## src/rtl/mcdf_formatter.sv

```systemverilog
// MCDF formatter: collects words from one arbiter channel into a fixed-length
// packet, requests the output side, then bursts the packet with start/end framing.
module mcdf_formatter #(
  parameter int FIFO_WIDE = 32,
  parameter int MAX_LEN   = 32
) (
  input  logic                 clk,
  input  logic                 rst_n,
  input  logic                 fmt_en,
  input  logic [1:0]           fmt_len_sel,
  input  logic                 arb_downlink_ready,
  input  logic [1:0]           arb_ch_chosen,
  input  logic [FIFO_WIDE-1:0] arb_data_in,
  output logic                 fmt_downlink_valid,
  output logic                 fmt_req,
  input  logic                 fmt_grant,
  output logic [1:0]           fmt_chid,
  output logic [5:0]           fmt_length,
  output logic [FIFO_WIDE-1:0] fmt_data,
  output logic                 fmt_start,
  output logic                 fmt_end,
  output logic                 fmt_busy
);

  localparam int AW = $clog2(MAX_LEN);

  typedef enum logic [1:0] {IDLE, FILL, REQ, SEND} state_t;

  state_t               state;
  logic [5:0]           cnt;
  logic [5:0]           rd_idx;
  logic [5:0]           pkt_len;
  logic [1:0]           pkt_chid;
  logic [FIFO_WIDE-1:0] pkt_buf [MAX_LEN];
  logic                 xfer;

  function automatic logic [5:0] decode_len(input logic [1:0] sel);
    case (sel)
      2'b00:   return 6'd4;
      2'b01:   return 6'd8;
      2'b10:   return 6'd16;
      default: return 6'd32;
    endcase
  endfunction

  // Acceptance never looks at arb_downlink_ready; reset forces it low.
  always_comb begin
    fmt_downlink_valid = 1'b0;
    case (state)
      IDLE:    fmt_downlink_valid = fmt_en && (arb_ch_chosen != 2'b11);
      FILL:    fmt_downlink_valid = fmt_en && (arb_ch_chosen == pkt_chid);
      default: fmt_downlink_valid = 1'b0;
    endcase
    if (!rst_n) fmt_downlink_valid = 1'b0;
  end

  assign xfer     = fmt_downlink_valid && arb_downlink_ready;
  assign fmt_busy = (state != IDLE);

  // cnt is zero in IDLE, so the first word lands in slot 0.
  always_ff @(posedge clk) begin
    if (xfer) pkt_buf[cnt[AW-1:0]] <= arb_data_in;
  end

  always_ff @(posedge clk or negedge rst_n) begin
    if (!rst_n) begin
      state      <= IDLE;
      cnt        <= '0;
      rd_idx     <= '0;
      pkt_len    <= '0;
      pkt_chid   <= '0;
      fmt_req    <= 1'b0;
      fmt_chid   <= '0;
      fmt_length <= '0;
      fmt_data   <= '0;
      fmt_start  <= 1'b0;
      fmt_end    <= 1'b0;
    end else begin
      case (state)
        IDLE: begin
          if (xfer) begin
            pkt_chid <= arb_ch_chosen;
            pkt_len  <= decode_len(fmt_len_sel);
            cnt      <= 6'd1;
            state    <= FILL;
          end
        end
        FILL: begin
          if (xfer) begin
            cnt <= cnt + 6'd1;
            if (cnt + 6'd1 == pkt_len) begin
              state      <= REQ;
              fmt_req    <= 1'b1;
              fmt_chid   <= pkt_chid;
              fmt_length <= pkt_len;
            end
          end
        end
        REQ: begin
          if (fmt_grant) begin
            fmt_req   <= 1'b0;
            fmt_data  <= pkt_buf[0];
            fmt_start <= 1'b1;
            fmt_end   <= 1'b0;
            rd_idx    <= 6'd1;
            cnt       <= '0;
            state     <= SEND;
          end
        end
        SEND: begin
          if (rd_idx == pkt_len) begin
            fmt_data   <= '0;
            fmt_start  <= 1'b0;
            fmt_end    <= 1'b0;
            fmt_chid   <= '0;
            fmt_length <= '0;
            rd_idx     <= '0;
            state      <= IDLE;
          end else begin
            fmt_data  <= pkt_buf[rd_idx[AW-1:0]];
            fmt_start <= 1'b0;
            fmt_end   <= (rd_idx == pkt_len - 6'd1);
            rd_idx    <= rd_idx + 6'd1;
          end
        end
        default: state <= IDLE;
      endcase
    end
  end

endmodule

```

## config.mk

```make
export PLATFORM = sky130hd
export DESIGN_NAME = mcdf_formatter
export DESIGN_NICKNAME = d
export VERILOG_FILES = /design/src/rtl/mcdf_formatter.sv
export SDC_FILE = /design/constraint.sdc
export NUM_CORES = 1
export LEC_CHECK = 0
export CORE_MARGIN = 2
export CORE_UTILIZATION = 39
export DETAILED_ROUTE_END_ITERATION = 16
export GPL_ROUTABILITY_DRIVEN = 0
export GPL_TIMING_DRIVEN = 0
export PLACE_DENSITY = 0.62
export SLEW_MARGIN = 10
export SYNTH_ARGS = -nofsm -noshare
export SYNTH_HDL_FRONTEND = slang
export SYNTH_SLANG_ARGS = --single-unit
```

## constraint.sdc

```tcl
create_clock -name clk -period 8.2 [get_ports clk]
set_clock_uncertainty 0.15 [all_clocks]
set_input_delay 2.05 -clock clk [delete_from_list [all_inputs] [get_ports clk]]
set_output_delay 2.05 -clock clk [all_outputs]
set_load 0.005 [all_outputs]
```

After elaboration in Yosys (flattened, before gate mapping):

Memory sizes are Yosys's and may differ from the RTL's.
Cells that the tools add are included.

* bits in registers: 65
* RAM bits: 1024
* memories kept: 1

Memory list
* pkt_buf: depth 32, width 32, read ports 2, clocked after memory_dff 0, write ports 1, line 34 `logic [FIFO_WIDE-1:0] pkt_buf [MAX_LEN];`

* $add $sub $neg: 3
* equality and inequality tests: 15
* multiplexer cells: 36
* reduce and logical (&&, ||, !) cells: 16

Operators with widths (number)
* 2-to-1 mux 32 bit: 2
* one-hot mux 32 bit (2 select lines): 1
* 2-to-1 mux 6 bit: 8
* one-hot mux 6 bit (3 select lines): 2
* one-hot mux 6 bit (2 select lines): 2
* == test 6 bit: 3
* 2-to-1 mux 2 bit: 7
* adder 6 x 1 -> 6 bit (second input constant): 2
* inequality test 2 bit (second input constant): 6
* AND reduction 4 bit: 3
* 2-to-1 mux 1 bit: 8
* one-hot mux 1 bit (2 select lines): 4
* one-hot mux 2 bit (4 select lines): 1
* nonzero test 2 bit: 4
* == test 2 bit (second input constant): 3
* subtractor 6 x 1 -> 6 bit (second input constant): 1
* AND reduction 5 bit: 1
* == test 2 x 1 -> 1 bit (second input constant): 2
* zero test 2 bit: 2
* one-hot mux 2 bit (2 select lines): 1
* AND reduction 2 bit: 2
* logical AND 1 bit: 3
* nonzero test 3 bit: 1
* == test 2 bit: 1

Depth between registers and ports, before layout:

Gate-level depths: netlist of the first run.

* word-level depth: 7
* depth in mapped cells: 13
* depth with buffers taken out: 8

Worst setup path before layout of the first run:

OpenSTA, ideal clock, no wires.

* path kind: input port to flip-flop
* start point: input arb_ch_chosen[1]
* end point: memory pkt_buf[13][0], enable pin
* setup time: 0.421 ns
* arrival: 4.351 ns
* path slack: 3.278 ns
* cell stages on the path: 6
* buffers on the path: 0
* cell sequence: xor2_1 nor3_2 nor2_1 nor2_1 nand2_1 nor2_1

* word-level cells in the longest chain between the ends: 7

RTL lines
* from (decl): line 12 `input logic [1:0] arb_ch_chosen,`
* == test 2 bit / inequality test 2 bit (equally long branches): line 51, 50
* logical AND 1 bit (on tied branches): line 51, 50
* one-hot mux 1 bit (2 select lines) (*): line 49 `case (state)`
* 2-to-1 mux 1 bit (*): line 54 `if (!rst_n) fmt_downlink_valid = 1'b0;`
* logical AND 1 bit (*): line 57 `assign xfer = fmt_downlink_valid && arb_downlink_ready;`
* 2-to-1 mux 1 bit (*): line 62 `if (xfer) pkt_buf[cnt[AW-1:0]] <= arb_data_in;`
* 2-to-1 mux 1 bit (not written as such) (*): line 62
* to (decl): line 34

Every way passes the cells marked *; elsewhere a longest branch is shown, timed or not.

Worst setup path after layout of the first run:

* start point: input arb_ch_chosen[0]
* end point: output fmt_downlink_valid

* word-level cells in the longest chain between the ends: 4

RTL lines
* == test 2 bit / inequality test 2 bit (equally long branches): line 51, 50
* logical AND 1 bit (on tied branches): line 51, 50
* one-hot mux 1 bit (2 select lines) (*): line 49
* 2-to-1 mux 1 bit (*): line 54
* to (decl): line 14 `output logic fmt_downlink_valid,`

Marks and branches as above.

==> results of run 1 <==
## sequential cells by signal, indices dropped and copies added, names as in the netlist
| register | flops |
|---|---|
| fmt_length | 4 |
| fmt_chid | 2 |
| pkt_buf | 1024 |
| state | 2 |
| pkt_len | 4 |
| fmt_start | 1 |
| fmt_end | 1 |
| fmt_data | 32 |
| pkt_chid | 2 |
| fmt_req | 1 |
| rd_idx | 6 |
| cnt | 6 |
## final cells by class
type                       count  share of cell area [%]
buffer                       122                    1.14
clock buffer                 138                    5.88
clock inverter                60                    1.33
inverter                      10                  0.0765
multi-input combinational    790                    18.9
sequential                  1085                    65.8
tap                         1403                    3.58
timing repair buffer         121                    3.30
## worst paths after layout
kind                                       endpoint  slack, ns  cells after the start
setup / recovery                 fmt_downlink_valid       2.20                      6
hold reg to reg                 fmt_end$_DFFE_PN0P_       0.34                      2
hold / removal                  fmt_end$_DFFE_PN0P_       0.34                      2
min in group asynchronous   fmt_chid[1]$_DFFE_PN0P_       1.12                      1
setup reg to reg           fmt_data[21]$_DFFE_PN0P_       4.27                     13
max in group asynchronous   fmt_data[8]$_DFFE_PN0P_       6.08                      2
## layer usage
| layer | wire [um] | GRT usage (%) | share of wire [%] | vias up |
|---|---|---|---|---|
| li1 | - | - | - | 8894 |
| met1 | 45500 | 28.0 | 39 | 11800 |
| met2 | 57500 | 35.0 | 50 | 1079 |
| met3 | 10200 | 4.06 | 8.8 | 187 |
| met4 | 2820 | 5.66 | 2.4 | 0 |
| met5 | 0 | 0 | 0 | - |
## cell families (layout without fill, tap and decap cells)
family	Yosys count	after routing	synth area share [%]
other cells	1	2	0.00895
flops	1085	1085	77.0
xor+xnor	14	14	0.293
fa+ha+maj	12	12	0.358
simple gates	186	186	2.34
mux	298	298	13.8
buf+inv	132	451	1.42
compound gates	278	278	4.74
## Yosys cell counts, types with 8 or more instances
cell type     n  area [um^2]
nor2b_1      16          100
a211oi_1     20          150
dfrtp_1      61         1530
a31oi_1       8         50.1
a21oi_1      59          295
a22oi_1      84          631
clkbuf_1     67          251
edfxtp_1   1024        30700
nand3_1      39          195
mux2i_1      68          681
nand2_1      31          116
nor3b_1      32          240
a221o_1      32          320
buf_2        36          180
ha_1         12          150
buf_4        10         75.1
nor2_1       49          184
o221ai_1     12          105
xnor2_1      10         87.6
o21ai_0      19         95.1
inv_1        10         37.5
o2bb2ai_1     8         70.1
mux4_2      224         5040
o22ai_1      20          125
## metrics by stage
stage | instances | instance area [um^2]
floorplan | 2007 | 41900
global placement | 3493 | 44500
detailed placement | 3531 | 45600
CTS | 3729 | 49100
global route | 3729 | 49100
finish | 3729 | 49100
## critical path, stage by stage
cell	delay [ns]
clkdlybuf4s50_1	0.51
xor2_1	0.23
nor3_2	0.23
nor2_1	0.13
nor2_1	0.12
clkdlybuf4s50_1	0.53
## power groups by stage
stage	combinational [W]	clock (W)	sequential, W
floorplan	0.00210	0	0.00639
global placement	0.00335	0	0.00648
detailed placement	0.00342	0	0.00648
CTS	0.00344	0.00499	0.00636
global route	0.00363	0.00520	0.00638
finish	0.00345	0.00493	0.00636
==> out/qor.txt, run 1 <==
Util after Layout: 45.9%
Design Power: 0.0147 W
Reg2reg start: rd_idx[0]$_DFFE_PN0P_
Type of the worst setup path: in -> out
Sequential fraction of the synthesis area: 77.0%
Vias per cell: 5.90
Pin count of the biggest net entering global routing: 46
Internal power: 0.0105 W
Net Sw Frac: 28.9%
Main synth FF type: edfxtp_1
Crit Path Max Fanout: 5
Initial antenna violation count: 1
Core area: 107,000 um^2
Slew @ Worst Pin: 1.27 ns
# port buffers: 83
Startpoint Class: primary input
First-pass GRT wire length: 164,000 um
DRC: 0
DR iter-0 viols: 2,889
Unrepaired setup endpoints after global routing: no
Syn Area/Cell: 20.9 um^2
Drt first pass iters: 6
CP required: 6.00 ns
Dpl ws: 2.17 ns
Final WL: 116,000 um
Vias in the first global route: 22.6k
Area delta synth->final: 17.1%
Synth Warn #: 0
Period minus WS final: 6.00 ns
Max Slew Vio Count: 0
Setup TNS: 0 ns
Post-CTS sizing: 0
Post-CTS Setup Bufs: 0
Critical path startpoint: arb_ch_chosen[0]
Final nets: 2,288
Most frequent cells in the layout: 1,024 x edfxtp_1, 224 x mux4_2, 107 x clkbuf_16, 89 x clkbuf_1, 84 x a22oi_1
GRT Total Usage: 20.9%
Clock buffer depth: 3
Crit path arrival time: 3.80 ns
Layout cells sized above 1: 22.6%
Commonest non-fill, non-tap cell in the layout: edfxtp_1
CP endpoint kind: primary output
CTS tree: built
Seq. cell area: 32,300 um^2
Post-DRT Antenna Nets: 0
DIE HEIGHT: 332 um
PD cells: 300 nW/um^2
Sequential share of power: 43.1%
Worst vdd ir: 0.201 mV
Sink Count: 1,085
Status: finished clean
Die X: 332 um
Fmax: 0.167 GHz
Hold Crit Start: fmt_end$_DFFE_PN0P_
Clk pin slew, worst setup/hold paths: 0.06 ns
Fin crit share: 73.2%
Total gr overflow: 0
Worst hold slack: 0.337 ns
Combinational share of power: 23.4%
Hold Path Class: reg -> reg
ANT cells: 0
Total CTS buffers: 105
NetSw: 0.00427 W
PnR worst setup slack: 2.20 ns
Area of the die: 110,000 um^2
Final Hold Vio Count: 0
Root Buffer: clkbuf_16
Setup violators final: 0
Clock power frac: 33.5%
Worst skew pair latency: 0.69 ns
Max Cap Violations: 0
IO Count: 86
Post-DP HPWL: 75,300 um
Area occupied by multi-input gates: 9290 um^2
Async set-or-reset flop fraction in the synthesized netlist: 5.62%
Hold buffers post-CTS: 0
Slew HR: 15.3%
Syn Inst Count: 2,006
Netlist Area Pre-Place: 41,900 um^2
Leak: 15.7 nW
Post-synth cell types: 56
Routed vias: 22.0k
Synth Register Bits: 1,085
CTS H-tree lvls: 3
Fillers: 8,863
Starting Density: 39.2%
Std-Cell Rows: 120
EDFF count, synth: 1,024
WL per Instance: 31.1 um
No activity file was read; power rests on OpenSTA's default activity.
==> run 2: changes to the inputs <==
==> constraint.sdc (replaced) <==
create_clock -name clk -period 6.28 [get_ports clk]
set_clock_uncertainty 0.15 [all_clocks]
set_input_delay 1.57 -clock clk [delete_from_list [all_inputs] [get_ports clk]]
set_output_delay 1.57 -clock clk [all_outputs]
set_load 0.005 [all_outputs]
==> results of run 2 <==
Same layout as run 1 (identical final DEF). Status: finished clean.
Among the figures that moved: setup slack after placement 2.17 ns -> 1.18 ns; setup slack after layout 2.20 ns -> 1.24 ns; register-to-register setup slack 4.27 ns -> 2.35 ns; total power 0.0147 W -> 0.0193 W; worst IR drop on VDD 0.201 mV -> 0.262 mV
==> run 3: changes to the inputs <==
--- a/config.mk
+++ b/config.mk
@@ -10,7 +10,7 @@
 export DETAILED_ROUTE_END_ITERATION = 16
 export GPL_ROUTABILITY_DRIVEN = 0
 export GPL_TIMING_DRIVEN = 0
-export PLACE_DENSITY = 0.62
+export PLACE_DENSITY = 0.64
 export SLEW_MARGIN = 10
 export SYNTH_ARGS = -nofsm -noshare
 export SYNTH_HDL_FRONTEND = slang
==> constraint.sdc (replaced) <==
create_clock -name clk -period 4.6 [get_ports clk]
set_clock_uncertainty 0.15 [all_clocks]
set_input_delay 1.15 -clock clk [delete_from_list [all_inputs] [get_ports clk]]
set_output_delay 1.15 -clock clk [all_outputs]
set_load 0.005 [all_outputs]
==> out/qor.txt, run 3 (synthesis gave the netlist of run 1 again) <==
Status: finished clean (unchanged)
Setup TNS: 0 ns (unchanged)
Area occupied by multi-input gates: 9290 um^2 (unchanged)
Commonest non-fill, non-tap cell in the layout: edfxtp_1 (unchanged)
Area delta synth->final: 16.9% (was 17.1%)
DIE HEIGHT: 332 um (unchanged)
Critical path startpoint: arb_ch_chosen[1] (was arb_ch_chosen[0])
Largest register FFs: 1,024 (unchanged)
# port buffers: 83 (unchanged)
PD cells: 533 nW/um^2 (was 392 nW/um^2)
Crit Path Max Fanout: 4 (was 5)
Final Hold Vio Count: 0 (unchanged)
Seq. cell area: 32,300 um^2 (unchanged)
Worst reg2reg endpoint: fmt_data[22]$_DFFE_PN0P_ (was fmt_data[21]$_DFFE_PN0P_)
Starting Density: 39.2% (unchanged)
DRC: 0 (unchanged)
Total CTS buffers: 105 (unchanged)
Initial antenna violation count: 4 (was 1)
Routed vias: 21.9k (was 22.0k)
Sink Count: 1,085 (unchanged)
Post-CTS sizing: 0 (unchanged)
Flop2flop setup slack: 0.78 ns (was 2.35 ns)
Clk pin slew, worst setup/hold paths: 0.07 ns (was 0.06 ns)
Max Cap Violations: 0 (unchanged)
GR peak layer: met2 (unchanged)
Met1 usage: 27.2% (was 28.0%)
Fillers: 8,879 (was 8,863)
Most frequent cells in the layout: 1,024 x edfxtp_1, 224 x mux4_2, 108 x clkbuf_16, 90 x clkbuf_1, 84 x a22oi_1 (was 1,024 x edfxtp_1, 224 x mux4_2, 107 x clkbuf_16, 89 x clkbuf_1, 84 x a22oi_1)
Type of the worst setup path: in -> out (unchanged)
Final WL: 113,000 um (was 116,000 um)
Hold buffers post-CTS: 0 (unchanged)
GRT met3 Usage: 4.72% (was 4.06%)
Crit path arrival time: 3.02 ns (was 3.32 ns)
Root Buffer: clkbuf_16 (unchanged)
Vias per cell: 5.87 (was 5.90)
Vias in the first global route: 22.4k (was 22.6k)
Startpoint Class: primary input (unchanged)
Fin cells: 3,724 (was 3,729)
First-pass GRT wire length: 161,000 um (was 164,000 um)
Worst skew pair latency: 0.67 ns (was 0.69 ns)
Max Slew Vio Count: 0 (unchanged)
Die X: 332 um (unchanged)
Post-placement cell area: 45,600 um^2 (about the same)
Layout cells sized above 1: 22.3% (was 22.6%)
Fmax: 0.231 GHz
Placed insts: 3,530 (was 3,531)
CTS H-tree lvls: 3 (unchanged)
Setup violators final: 0 (unchanged)
CP required: 3.30 ns (was 4.56 ns)
CP endpoint kind: primary output (unchanged)
IO Count: 86 (unchanged)
Post-DP HPWL: 75,200 um (was 75,300 um)
Drt first pass iters: 7 (was 6)
Post-DRT Antenna Nets: 0 (unchanged)
Unrepaired setup endpoints after global routing: no (unchanged)
Worst vdd ir: 0.297 mV (was 0.262 mV)
Area of the die: 110,000 um^2 (unchanged)
Slew @ Worst Pin: 1.32 ns (was 1.27 ns)
Slew HR: 12.1% (was 15.3%)
Hold Path Class: in -> async (was reg -> reg)
Clock buffer depth: 3 (unchanged)
Reg2reg start: rd_idx[0]$_DFFE_PN0P_ (unchanged)
Period minus WS final: 4.32 ns
Total gr overflow: 0 (unchanged)
Fin crit share: 94.0%
Final nets: 2,287 (was 2,288)
Pin count of the biggest net entering global routing: 47 (was 46)
DR iter-0 viols: 2,811 (was 2,889)
GRT Total Usage: 20.4% (was 20.9%)
Worst r2r path cells: 13 (unchanged)
Leak: 15.7 nW (about the same)
CTS tree: built (unchanged)
Worst setup endpoint: fmt_downlink_valid (unchanged)
Post-CTS Setup Bufs: 0 (unchanged)
Met2 usage: 33.1% (was 35.0%)
Core area: 107,000 um^2 (unchanged)
WL per Instance: 30.4 um (was 31.1 um)
ANT cells: 0 (unchanged)
Finished Cell Area: 49,000 um^2 (was 49,100 um^2)
Std-Cell Rows: 120 (unchanged)
[run 3: cell types whose count changed in the layout (fill, tap and decap cells not counted), sizes merged]
cell           previous run  this run
bufinv                   12        11
clkbuf                  206       208
clkdlybuf4s50            76        75
clkinvlp                  8         3
[run 3: power by group]
group / internal [W] / switching (W)
sequential: 0.0110 / 0.000308
combinational: 0.00253 / 0.00358
clock: 0.00505 / 0.00362
[run 3: layout make-up]
class	count	share of cell area, %
multi-input cells	790	18.9
clock inverters	54	1.13
flip-flops and latches	1085	65.9
well taps	1403	3.58
clock buffers	140	5.94
plain buffers	122	1.14
repair buffers	120	3.33
inverters	10	0.0766
[run 3: stage by stage]
step | setup slack [ns] | power (W) | hold slack, ns | util [%]
5_1_grt | 0.202 | 0.0270 | 0.232 | 45.8
3_5_place_dp | -0.120 | 0.0176 | 0.346 | 42.6
4_1_cts | 0.264 | 0.0262 | 0.210 | 45.9
6_report | 0.275 | 0.0261 | 0.227 | 45.8
3_3_place_gp | -4.83 | 0.0175 | 0.323 | 41.6
2_1_floorplan | 0.578 | 0.0151 | 0.320 | -
[run 3: worst min path at each step]
| stage | startpoint | to | slack [ns] |
|---|---|---|---|
| floorplan | cnt[5]$_DFFE_PN0P_ | cnt[5]$_DFFE_PN0P_ | 0.32 |
| global placement | fmt_start$_DFFE_PN0P_ | fmt_start$_DFFE_PN0P_ | 0.32 |
| detailed placement | cnt[5]$_DFFE_PN0P_ | cnt[5]$_DFFE_PN0P_ | 0.35 |
| CTS | rst_n | fmt_req$_DFFE_PN0P_ | 0.21 |
| global route | rst_n | fmt_req$_DFFE_PN0P_ | 0.23 |
| finish | rst_n | fmt_req$_DFFE_PN0P_ | 0.23 |
[run 3: metal layers]
layer,vias to the layer above,wire [um]
li1,8898,-
met1,11600,44300
met2,1156,54800
met3,221,10600
met4,8,3570
met5,-,45
[run 3: worst max-delay path: stages]
cell and delay [ns]:
clkdlybuf4s50_1 0.48, xor2_1 0.20, nor3_2 0.30, nor2_1 0.14
nor2_1 0.22, clkdlybuf4s50_1 0.54
